$ cat src/rtl/latch_ctrl_pkg.sv
// latch_ctrl_pkg: shared types, default timing and helpers for the latch load sequencer.
// The sequencer walks IDLE -> SETUP -> ENABLE -> HOLD -> IDLE around a bank of
// level-sensitive latches so that d is stable on both sides of the enable window.
package latch_ctrl_pkg;

  typedef enum logic [1:0] {
    IDLE   = 2'd0,
    SETUP  = 2'd1,
    ENABLE = 2'd2,
    HOLD   = 2'd3
  } latch_state_t;

  localparam int DEF_WIDTH        = 4;
  localparam int DEF_SETUP_CYCLES = 1;
  localparam int DEF_EN_CYCLES    = 2;
  localparam int DEF_HOLD_CYCLES  = 1;

  // Width of the shared phase counter: enough bits to hold the longest phase
  // length minus one, never less than one bit.
  function automatic int cnt_width(input int setup_cycles,
                                   input int en_cycles,
                                   input int hold_cycles);
    int longest;
    int w;
    longest = setup_cycles;
    if (en_cycles > longest) longest = en_cycles;
    if (hold_cycles > longest) longest = hold_cycles;
    w = $clog2(longest + 1);
    if (w < 1) w = 1;
    return w;
  endfunction

endpackage

$ cat src/rtl/latch_load_ctrl_phase_counter.sv
// phase_counter: loadable down-counter with a zero flag.
// The sequencer loads it with (phase length - 1) on entry to each phase and
// leaves the phase in the cycle where the flag reports zero. Once at zero the
// counter parks there, so it reads zero while the sequencer is idle.
module phase_counter #(
  parameter int CW = 1
) (
  input  logic          clk,
  input  logic          rst,
  input  logic          load,
  input  logic [CW-1:0] load_val,
  output logic          zero
);

  logic [CW-1:0] cnt_q;
  logic [CW-1:0] cnt_d;

  // Load has priority; otherwise count down and stop at zero.
  always_comb begin
    cnt_d = cnt_q;
    if (load) begin
      cnt_d = load_val;
    end else if (cnt_q != '0) begin
      cnt_d = cnt_q - CW'(1);
    end
  end

  // Counter register, cleared by the asynchronous reset.
  always_ff @(posedge clk or posedge rst) begin
    if (rst) begin
      cnt_q <= '0;
    end else begin
      cnt_q <= cnt_d;
    end
  end

  assign zero = (cnt_q == '0);

endmodule

$ cat src/rtl/latch_load_ctrl.sv
// latch_load_ctrl: sequences the d/e inputs of a bank of level-sensitive latches.
// A word accepted over valid/ready is driven on d_out, held for SETUP_CYCLES,
// then e_out opens for EN_CYCLES, then d_out is held for HOLD_CYCLES more before
// done pulses. Every output comes straight from a flop so e_out never glitches.
// Optional build macro LATCH_READBACK_EN: compare q_in against d_out in the last
// enable cycle and raise a sticky err on mismatch (cleared by clr_err or rst).
module latch_load_ctrl
  import latch_ctrl_pkg::*;
#(
  parameter int WIDTH        = DEF_WIDTH,
  parameter int SETUP_CYCLES = DEF_SETUP_CYCLES,
  parameter int EN_CYCLES    = DEF_EN_CYCLES,
  parameter int HOLD_CYCLES  = DEF_HOLD_CYCLES
) (
  input  logic             clk,
  input  logic             rst,
  input  logic [WIDTH-1:0] din,
  input  logic             valid,
  output logic             ready,
  output logic [WIDTH-1:0] d_out,
  output logic             e_out,
  output logic             busy,
  output logic             done,
  input  logic [WIDTH-1:0] q_in,
  input  logic             clr_err,
  output logic             err
);

  localparam int CW = cnt_width(SETUP_CYCLES, EN_CYCLES, HOLD_CYCLES);

  // Zero-length phases never load the counter, so their load value is unused.
  localparam logic [CW-1:0] SETUP_LD = (SETUP_CYCLES > 0) ? CW'(SETUP_CYCLES - 1) : '0;
  localparam logic [CW-1:0] EN_LD    = (EN_CYCLES    > 0) ? CW'(EN_CYCLES    - 1) : '0;
  localparam logic [CW-1:0] HOLD_LD  = (HOLD_CYCLES  > 0) ? CW'(HOLD_CYCLES  - 1) : '0;

  // An enable window of zero cycles would never load the latches at all.
  if (EN_CYCLES < 1) begin : g_bad_en_cycles
    $error("latch_load_ctrl: EN_CYCLES must be at least 1");
  end
  if (SETUP_CYCLES < 0 || HOLD_CYCLES < 0) begin : g_bad_phase_cycles
    $error("latch_load_ctrl: SETUP_CYCLES and HOLD_CYCLES must not be negative");
  end

  latch_state_t     state_q;
  latch_state_t     state_d;
  logic [WIDTH-1:0] d_out_q;
  logic [WIDTH-1:0] d_out_d;
  logic             e_out_q;
  logic             e_out_d;
  logic             busy_q;
  logic             busy_d;
  logic             done_q;
  logic             done_d;
  logic             ready_q;
  logic             ready_d;

  logic             accept;
  logic             cnt_load;
  logic [CW-1:0]    cnt_load_val;
  logic             cnt_zero;

  assign accept = valid && ready_q;

  phase_counter #(
    .CW (CW)
  ) u_phase_counter (
    .clk      (clk),
    .rst      (rst),
    .load     (cnt_load),
    .load_val (cnt_load_val),
    .zero     (cnt_zero)
  );

  // Next-state logic: advance when the phase counter hits zero, skipping empty phases.
  always_comb begin
    state_d      = state_q;
    cnt_load     = 1'b0;
    cnt_load_val = '0;
    case (state_q)
      IDLE: begin
        if (accept) begin
          cnt_load = 1'b1;
          if (SETUP_CYCLES > 0) begin
            state_d      = SETUP;
            cnt_load_val = SETUP_LD;
          end else begin
            state_d      = ENABLE;
            cnt_load_val = EN_LD;
          end
        end
      end
      SETUP: begin
        if (cnt_zero) begin
          state_d      = ENABLE;
          cnt_load     = 1'b1;
          cnt_load_val = EN_LD;
        end
      end
      ENABLE: begin
        if (cnt_zero) begin
          if (HOLD_CYCLES > 0) begin
            state_d      = HOLD;
            cnt_load     = 1'b1;
            cnt_load_val = HOLD_LD;
          end else begin
            state_d = IDLE;
          end
        end
      end
      HOLD: begin
        if (cnt_zero) begin
          state_d = IDLE;
        end
      end
      default: begin
        state_d = IDLE;
      end
    endcase
  end

  // Output decode from the upcoming state so every output is a flop, not a state decode.
  always_comb begin
    d_out_d = d_out_q;
    if (accept) begin
      d_out_d = din;
    end
    e_out_d = (state_d == ENABLE);
    busy_d  = (state_d != IDLE);
    done_d  = (state_q != IDLE) && (state_d == IDLE);
    ready_d = (state_d == IDLE);
  end

  // State and output registers; reset drops e_out and clears d_out immediately.
  always_ff @(posedge clk or posedge rst) begin
    if (rst) begin
      state_q <= IDLE;
      d_out_q <= '0;
      e_out_q <= 1'b0;
      busy_q  <= 1'b0;
      done_q  <= 1'b0;
      ready_q <= 1'b0;
    end else begin
      state_q <= state_d;
      d_out_q <= d_out_d;
      e_out_q <= e_out_d;
      busy_q  <= busy_d;
      done_q  <= done_d;
      ready_q <= ready_d;
    end
  end

  assign ready = ready_q;
  assign d_out = d_out_q;
  assign e_out = e_out_q;
  assign busy  = busy_q;
  assign done  = done_q;

`ifdef LATCH_READBACK_EN
  logic err_q;
  logic err_d;

  // Sticky readback error: a mismatch in the last enable cycle beats a same-edge clear.
  always_comb begin
    err_d = err_q;
    if (clr_err) begin
      err_d = 1'b0;
    end
    if ((state_q == ENABLE) && cnt_zero && (q_in != d_out_q)) begin
      err_d = 1'b1;
    end
  end

  // Error flag register.
  always_ff @(posedge clk or posedge rst) begin
    if (rst) begin
      err_q <= 1'b0;
    end else begin
      err_q <= err_d;
    end
  end

  assign err = err_q;
`else
  logic unused_readback;
  assign unused_readback = ^{q_in, clr_err};
  assign err = 1'b0;
`endif

endmodule

$ cat config.mk
export PLATFORM = sky130hd
export DESIGN_NAME = latch_load_ctrl
export DESIGN_NICKNAME = d
export VERILOG_FILES = /design/src/rtl/latch_ctrl_pkg.sv /design/src/rtl/latch_load_ctrl_phase_counter.sv /design/src/rtl/latch_load_ctrl.sv
export SDC_FILE = /design/constraint.sdc
export NUM_CORES = 1
export LEC_CHECK = 0
export CORE_MARGIN = 4
export CORE_UTILIZATION = 47
export CTS_BUF_LIST = sky130_fd_sc_hd__clkbuf_8 sky130_fd_sc_hd__clkbuf_16
export DETAILED_ROUTE_END_ITERATION = 12
export GPL_ROUTABILITY_DRIVEN = 1
export PLACE_DENSITY = 0.81
export SYNTH_ARGS = -nofsm -noshare
export SYNTH_HDL_FRONTEND = slang
export SYNTH_SLANG_ARGS = --single-unit
$ cat constraint.sdc
create_clock -name clk -period 2.6 [get_ports clk]
set_clock_uncertainty 0.1 [all_clocks]
set_input_delay 0.52 -clock clk [delete_from_list [all_inputs] [get_ports clk]]
set_output_delay 0.52 -clock clk [all_outputs]
set_load 0.05 [all_outputs]
==> metrics <==
status complete, no violations; core area 0.00130 mm²; GRT Residual Overflow 0; routed via count around 470; largest net degree at the start of global routing 13; H-tree depth 1; clk root buf clkbuf_8; Synth area leaders dfrtp_1 (46%), ha_1 (11%), mux2_2 (6.9%), inv_1 (3.4%), o221a_4 (3.0%); sequential area share after synthesis a little under half; Synth Net Count 76; Reg area 300 µm²; Post-Syn Instances 58; DR pass1 iterations 2; Row Count 13; Global Route Usage Sum 13.2%; slowest stage cell, crit path clkdlybuf4s50_1; Critical Path RT 1.98 ns; met1 GRT Util 16.1%; post-layout min period 2.05 ns; footprint of the multi-input gates roughly 320 µm²; wire per inst 13.2 µm; Async SR Flop Fraction between 90% and 100%; Peak VDD IR 937 µV; cts-stage hold buffer count 0; GPL Wtd Cong ~0.7; Post-Route WL 1170 µm; synthesis-to-layout area growth 29.7%; layout cell share with drive strength beyond 1 about 18%; max-slew violation count 0; post-synth top area share 45.7%; critical path's largest stage delay between 0.8 and 0.9 ns; fin nets between 90 and 100; Final TNS setup 0 ns; number of flops mapped to enable cells by yosys 0; Total Power 1300 µW; initial drt markers 1; Int Pwr 711 µW; length in cells of the worst reg-to-reg path 5; final hold vios 0; Post CTS Setup Buffer Count 0; final setup margin 0.552 ns; first-pass GRT wire length between 2000 and 2500 µm; P_sw 589 µW; Logic pwr share 59.1%; Post-synth top cells dfrtp_1 (12), ha_1 (6), inv_1 (6); pre-CTS setup slack 0.544 ns; worst path bufs/invs 1; fillers 109; register bit total from synthesis 12; die area 0.00206 mm²; WP depth 1; met3 GRT Util 3.16%; Worst Tran Pin Value 0.505 ns; Worst-Skew Late Latency 0.23 ns; CTS tree yes; worst hold-check path type reg2reg; Max Cap Viol 0; Initial Utilization 50.5%; chip width 45.4 µm; RSZ-0062 raised after global routing no; CP Max Fanout 4; final setup vio count 0; hold path cells 1; CTS sink count 12; cell chain of the critical path clkdlybuf4s50_1; Avg Cell Area, Syn 11.3 µm²; Netlist cell types 26; Remaining DRCs 0; final hold slack between 0.4 and 0.5 ns; Post-DP HPWL 927 µm; I/O Buffers 14; post-cts sizing count 0; number of diodes 0; IO Count 21; CP Launch Type register; switch share a little under half; Via density 5.31; GRT Max-Usage Layer met2; Arr. time, crit path 1.43 ns; share of power burned in registers 25.8%; top cell type by total area after synthesis dfrtp_1; vias in the first global route 504; post-route ant nets 0; P_leak just under 0.0004 µW; crit-path leading delay family buffers and inverters; Worst slew margin around two thirds; most frequent cell after synthesis dfrtp_1; Main synth FF type dfrtp_1; met2 usage a little under a quarter; CTS Buf Count 3; initial antenna violation count 0; fmax 0.488 GHz; clock network fraction of design power between 10% and 20%; synth warn 0; critical path class reg2out; Tcrit/Tclk final 78.8%; CTS max path bufs 2; Setup crit end kind output port; PD cells 1530 mW/mm²; Post-Syn Area 657 µm²; clock slew at reported path FFs around 0.050 ns; die outline height 45.4 µm
==> per-stage QoR <==
stage	utilization, %	area (µm²)	std cells
4_1_cts	65.5	852	89
5_1_grt	65.5	852	89
6_report	65.5	852	89
2_1_floorplan	-	657	58
3_3_place_gp	61.3	797	85
3_5_place_dp	61.3	797	85
==> final timing paths <==
| path | start | end | slack (ns) |
|---|---|---|---|
| max in group asynchronous | rst | state_q[1] | 1.60 |
| worst max-delay path | ready | ready | 0.55 |
| worst min-delay path | d_out[2] | d_out[2] | 0.41 |
| min in group asynchronous | rst | d_out[2] | 0.49 |
| worst min register to register | d_out[2] | d_out[2] | 0.41 |
| worst max register to register | state_q[1] | busy | 0.77 |
==> final cells by class <==
class | instances | area share [%]
tap | 15 | 2.20
sequential | 12 | 35.2
timing repair buffer | 14 | 16.4
multi-input combinational | 38 | 37.0
clock buffer | 4 | 6.46
inverter | 6 | 2.64
==> power by group through the flow <==
stage               Combinational (µW)  Clock [µW]  Sequential, µW
floorplan                          378           0             537
global placement                   753           0             333
detailed placement                 768           0             338
CTS                                775         200             335
global route                       835         210             350
finish                             769         196             335
==> cells by family (layout without fill, tap and decap cells) <==
group | count (synthesis) | in the layout | share of synthesized area (%)
compound gates | 9 | 9 | 13.7
fa+ha+maj | 6 | 6 | 11.4
buf+inv | 8 | 24 | 6.29
flops | 12 | 12 | 45.7
mux | 4 | 4 | 6.86
other cells | 1 | 1 | 0.571
simple gates | 18 | 18 | 15.4
==> cell usage in the layout, fill, tap and decap left out <==
master / synthesis / layout
clkdlybuf4s50_1: 0 / 14
dfrtp_1: 12 / 12
inv_1: 6 / 6
ha_1: 6 / 6
mux2_2: 4 / 4
clkbuf_8: 0 / 4
nand3_1: 3 / 3
nand2_1: 3 / 3
nor2_1: 3 / 3
nand2b_1: 2 / 2
a31oi_1: 2 / 2
and4b_1: 1 / 1
nand4b_1: 1 / 1
o32a_2: 1 / 1
o21bai_1: 1 / 1
a32oi_2: 1 / 1
nor2b_2: 1 / 1
o221ai_1: 1 / 1
nor2b_1: 1 / 1
o221a_4: 1 / 1
a31o_2: 1 / 1
or3_1: 1 / 1
nor3_1: 1 / 1
nor4_1: 1 / 1
a21oi_1: 1 / 1
conb_1: 1 / 1
==> sequential cells by signal, indices dropped and copies added (netlist names) <==
register,cells
e_out,1
d_out,4
busy,1
u_phase_counter.cnt_q,2
ready,1
state_q,2
done,1
==> per-layer routing <==
metal  vias up  routed length, µm
met5         -                  0
li1        235                  -
met1       225                521
met2        13                591
met4         0                  0
met3         0                 60
Power figures use the tool's default switching activity.
